**config.mk**
```make
export PLATFORM = sky130hd
export DESIGN_NAME = mem_port_arbiter
export DESIGN_NICKNAME = d
export VERILOG_FILES = /design/src/rtl/mem_port_arbiter.sv
export SDC_FILE = /design/constraint.sdc
export NUM_CORES = 1
export LEC_CHECK = 0
export BUFFER_PORTS_ARGS = -buffer_cell sky130_fd_sc_hd__buf_2
export CAP_MARGIN = 20
export CORE_AREA = 2 2 108 110
export CTS_CLUSTER_DIAMETER = 100
export DETAILED_ROUTE_END_ITERATION = 6
export DIE_AREA = 0 0 110 112
export GPL_TIMING_DRIVEN = 0
export PLACE_DENSITY = 0.69
export SYNTH_ARGS = -nofsm -noshare
export SYNTH_HDL_FRONTEND = slang
export SYNTH_SLANG_ARGS = --single-unit
export TNS_END_PERCENT = 100
```
**constraint.sdc**
```tcl
create_clock -name clk -period 1.3 [get_ports clk]
set_input_delay 0.065 -clock clk [delete_from_list [all_inputs] [get_ports clk]]
set_output_delay 0.065 -clock clk [all_outputs]
set_load 0.03 [all_outputs]
```
**src/rtl/mem_port_arbiter.sv**
```systemverilog
// Round-robin arbiter sharing one SRAM-like memory port between the fetch and data requesters.
// One transaction in flight at a time: grant in IDLE, address phase in ADDR, response in DATA.
module mem_port_arbiter #(
    parameter int ADDR_W = 32,
    parameter int DATA_W = 32
) (
    input  logic                  clk,
    input  logic                  resetn,
    input  logic                  inst_req,
    input  logic [ADDR_W-1:0]     inst_addr,
    output logic                  inst_addr_ok,
    output logic                  inst_data_ok,
    output logic [DATA_W-1:0]     inst_rdata,
    input  logic                  data_req,
    input  logic                  data_wr,
    input  logic [DATA_W/8-1:0]   data_wstrb,
    input  logic [ADDR_W-1:0]     data_addr,
    input  logic [DATA_W-1:0]     data_wdata,
    output logic                  data_addr_ok,
    output logic                  data_data_ok,
    output logic [DATA_W-1:0]     data_rdata,
    output logic                  mem_req,
    output logic                  mem_wr,
    output logic [DATA_W/8-1:0]   mem_wstrb,
    output logic [ADDR_W-1:0]     mem_addr,
    output logic [DATA_W-1:0]     mem_wdata,
    input  logic                  mem_addr_ok,
    input  logic                  mem_data_ok,
    input  logic [DATA_W-1:0]     mem_rdata,
    output logic                  busy
);

    typedef enum logic [1:0] {
        IDLE = 2'd0,
        ADDR = 2'd1,
        DATA = 2'd2
    } state_t;

    localparam logic OWN_INST = 1'b0;
    localparam logic OWN_DATA = 1'b1;

    state_t                state_q, state_d;
    logic                  owner_q, owner_d;
    logic                  last_owner_q, last_owner_d;
    logic                  mem_wr_q, mem_wr_d;
    logic [DATA_W/8-1:0]   mem_wstrb_q, mem_wstrb_d;
    logic [ADDR_W-1:0]     mem_addr_q, mem_addr_d;
    logic [DATA_W-1:0]     mem_wdata_q, mem_wdata_d;

    always_ff @(posedge clk or negedge resetn) begin
        if (!resetn) begin
            state_q      <= IDLE;
            owner_q      <= OWN_INST;
            last_owner_q <= OWN_INST;
            mem_wr_q     <= 1'b0;
            mem_wstrb_q  <= '0;
            mem_addr_q   <= '0;
            mem_wdata_q  <= '0;
        end else begin
            state_q      <= state_d;
            owner_q      <= owner_d;
            last_owner_q <= last_owner_d;
            mem_wr_q     <= mem_wr_d;
            mem_wstrb_q  <= mem_wstrb_d;
            mem_addr_q   <= mem_addr_d;
            mem_wdata_q  <= mem_wdata_d;
        end
    end

    always_comb begin
        state_d      = state_q;
        owner_d      = owner_q;
        last_owner_d = last_owner_q;
        mem_wr_d     = mem_wr_q;
        mem_wstrb_d  = mem_wstrb_q;
        mem_addr_d   = mem_addr_q;
        mem_wdata_d  = mem_wdata_q;
        inst_addr_ok = 1'b0;
        data_addr_ok = 1'b0;
        inst_data_ok = 1'b0;
        data_data_ok = 1'b0;

        case (state_q)
            IDLE: begin
                // On a tie the side that did not win last time goes first.
                if (inst_req && (!data_req || last_owner_q == OWN_DATA)) begin
                    inst_addr_ok = 1'b1;
                    owner_d      = OWN_INST;
                    last_owner_d = OWN_INST;
                    mem_wr_d     = 1'b0;
                    mem_wstrb_d  = '0;
                    mem_addr_d   = inst_addr;
                    mem_wdata_d  = '0;
                    state_d      = ADDR;
                end else if (data_req) begin
                    data_addr_ok = 1'b1;
                    owner_d      = OWN_DATA;
                    last_owner_d = OWN_DATA;
                    mem_wr_d     = data_wr;
                    mem_wstrb_d  = data_wstrb;
                    mem_addr_d   = data_addr;
                    mem_wdata_d  = data_wdata;
                    state_d      = ADDR;
                end
            end
            ADDR: begin
                if (mem_addr_ok) begin
                    state_d = DATA;
                end
            end
            DATA: begin
                if (mem_data_ok) begin
                    inst_data_ok = (owner_q == OWN_INST);
                    data_data_ok = (owner_q == OWN_DATA);
                    state_d      = IDLE;
                end
            end
            default: begin
                state_d = IDLE;
            end
        endcase
    end

    assign mem_req    = (state_q == ADDR);
    assign mem_wr     = mem_wr_q;
    assign mem_wstrb  = mem_wstrb_q;
    assign mem_addr   = mem_addr_q;
    assign mem_wdata  = mem_wdata_q;
    assign busy       = (state_q != IDLE);
    assign inst_rdata = mem_rdata;
    assign data_rdata = mem_rdata;

endmodule

```
==> results.yml <==
pwr:
  p_int_w: 0.007978
  ir_drop_mv: 1.723
  power.total_w: 0.01468
  pwr-share-clk_pct: 15.6
  p_sw_share_pct: 45.64
  leakagePower_nw: 3.146
  power.density_nw_per_um2: 2386
  pwr-share-comb_pct: 56.9
  power_frac_seq_pct: 27.5
  p_sw_w: 0.006697
global_route:
  grt.total_usage_pct: 20.53
  overflow: 0
  grt_pass1_wl_um: 19620
  grt_pass1_vias: 3979
  antenna_found_initial: 0
  grt_max_degree: 73
clock_tree:
  cts_tree: "built"
  htreeDepth: 3
  clk_latency_ns: 0.32
  clkTransAtPathRegs_ns: 0.06
  clock-root-buffer: "clkbuf_16"
  clk_path_buf_depth: 2
  cts_buffers: 9
  clock_sinks: 72
drt:
  drt-pass1-iter-count: 7
  drc: 0
  wirelength_um: 13020
  vias_per_cell: 4.769
  vias: 3896
  ant_nets: 0
  drt-initial-drc-count: 215
  wl_per_cell_um: 15.94
sta:
  setup_violations: 62
  slew_viol_final: 0
  final-hold-violation-count: 0
  fin_skew_ns: 0.007423
  worst_pin_slew_ns: 0.8802
  slew_headroom_pct: 41.32
  setup_ws_ns: -0.1186
  fmax_mhz: 704.9
  finalCritPeriodShare_pct: 109.1
  fin_crit_ns: 1.419
  hold_ws_ns: 0.007097
  grt_setup_unrepaired: "true"
  fin_tns_setup_ns: -4.324
synthesis:
  synth_area_per_cell_um2: 10.24
  yosys-top-cells-area: "dfrtp_1 (50%), buf_4 (14%), a22o_1 (8.9%), o21ai_0 (4.7%), a21oi_1 (4.5%)"
  yosysSeqAreaShare_pct: 49.59
  synth_top_area_share_pct: 49.59
  synth.distinct_cells: 23
  synth_cells: 355
  syn_area_um2: 3633
  synth_seq_cells: 72
  yosys_warnings: 0
  synth-edff-count: 0
  synth_area_leader_cell: "dfrtp_1"
  ys.flop_type: "dfrtp_1"
  ys_async_sr_fraction_pct: 100.0
  syn-num-nets: 494
final_layout:
  final_layout_size_suffix_gt1_share_pct: 56.97
  post-route-util_pct: 55.04
  final_area_um2: 6151
  area_delta_synth_final_pct: 69.28
  fin_nets: 808
  diodes: 0
hold_path:
  holdCritPathClass: "in -> reg"
floorplan:
  die-height_um: 112
  start_util_pct: 32.52
  placementRows: 39
  io_pins: 278
  dieArea_um2: 12320
  die_width_um: 110
  coreArea_um2: 11170
critical_path:
  critPathArrivalTime_ns: 1.61
  critical_path_class: "reg -> reg"
  startpoint_type: "flip-flop"
  worst-path-max-fanout: 8
  required_ns: 1.49
  worstSetupEndpointType: "flip-flop"
placement:
  placed_area_um2: 5056
  numPortBuffers: 244
  gp_congestion: 0.8069
  dp_hpwl_um: 9105
status:
  violations: "setup timing"
  status: "finished, violations left"
run:
  maxCapViolations: 0
[cell usage in the layout (no fill, tap or decap)]
cell,instances
o21ai_0,34
and3_4,1
inv_2,2
clkinvlp_4,1
nand3_1,32
dlygate4sd3_1,45
nor2_4,1
a31oi_1,22
clkinv_2,3
nor3_4,1
nor3b_2,1
a21oi_1,33
and2_4,1
dfrtp_1,71
or2_1,1
clkinv_4,1
nand2_1,1
buf_2,241
clkbuf_16,10
a22o_1,37
a31oi_2,7
nand2_2,2
inv_1,1
nor2b_4,1
clkbuf_8,2
clkbuf_1,9
clkbuf_2,3
buf_8,3
a31oi_4,4
and4b_1,1
dfrtp_2,1
buf_16,1
buf_6,20
buf_12,1
buf_4,74
clkbuf_4,2
nand2b_1,3
[critical path: stages, from the launching register on]
cell and delay [ns]:
dfrtp_1 0.44, nor2_4 0.12, buf_6 0.14, buf_12 0.11
and2_4 0.24, buf_6 0.16, a31oi_4 0.07
[cells by family (layout without fill, tap and decap cells)]
kind of cell	count (synthesis)	count (layout)	share of synthesized area [%]
AOI/OAI and AO/OA	137	137	25.03
buffers and inverters	100	419	18.66
DFF	72	72	49.59
and+or+nand+nor	46	46	6.715
[cell type report]
cell class	count	area (um2)
inverter	3	11.26
fill	1001	5024
timing repair buffer	304	1869
tap	143	178.9
clock buffer	11	252.7
multi-input combinational	183	1255
buffer	96	749.5
clock inverter	5	31.28
sequential	72	1803
[path summary, 6_finish.rpt]
path | slack [ns] | endpoint | cells past startpoint | from
worst max-delay path | -0.12 | mem_addr[16] | 6 | state_q[0]
worst min-delay path | 0.007 | mem_wdata[19] | 2 | data_wdata[19]
worst max register to register | -0.12 | mem_addr[16] | 6 | state_q[0]
worst min register to register | 0.50 | mem_wstrb[2] | 1 | mem_wstrb[2]
max in group asynchronous | 0.25 | last_owner_q | 2 | resetn
min in group asynchronous | 0.44 | mem_addr[14] | 2 | resetn
[synthesized netlist by cell type, types with 3 or more instances]
master    count
buf_2         5
dfrtp_1      72
o21ai_0      34
a21oi_1      33
clkbuf_1     18
a31oi_2       7
nand2b_1      3
nand3_1      32
buf_6         6
a22o_1       37
a31oi_1      26
inv_1         3
buf_4        67
nand2_1       3
[layer usage]
metal / vias to the layer above / wire [um] / track usage (%)
met5: - / 0 / 0
met4: 0 / 241 / 6.920
met3: 23 / 1096 / 6.030
met2: 198 / 6561 / 35.79
met1: 1821 / 5119 / 23.69
li1: 1854 / - / -
[sequential cells by signal (all words and copies together), names as in the netlist]
register	count
last_owner_q	1
mem_addr	32
mem_wdata	32
mem_wr	1
mem_wstrb	4
state_q	2
[what timing repair did]
| item | CTS | global route |
|---|---|---|
| buffers inserted | 8 | 3 |
| hold buffers | 45 | 0 |
| endpoints found under the hold margin | 116 | 0 |
| gates resized for setup | 43 | 29 |
| pin swaps | 5 | 10 |
| setup endpoints to repair | 74 | 76 |
| gates cloned | 3 | 1 |
[through the flow]
| stage | instances | setup slack [ns] |
|---|---|---|
| finish | 817 | -0.1186 |
| global route | 817 | -0.1961 |
| CTS | 813 | -0.1433 |
| detailed placement | 742 | -0.4457 |
| global placement | 742 | -0.4488 |
| floorplan | 355 | -0.02266 |
[power by group through the flow]
stage	logic, W	registers, W	clock network [W]
after global placement	0.00719	0.00398	0
after global routing	0.00892	0.00416	0.00247
final	0.00836	0.00403	0.00228
after detailed placement	0.00725	0.00402	0
after CTS	0.00805	0.00400	0.00234
after floorplan	0.00287	0.00617	0
Note: power is estimated with default switching activity, not from simulation.
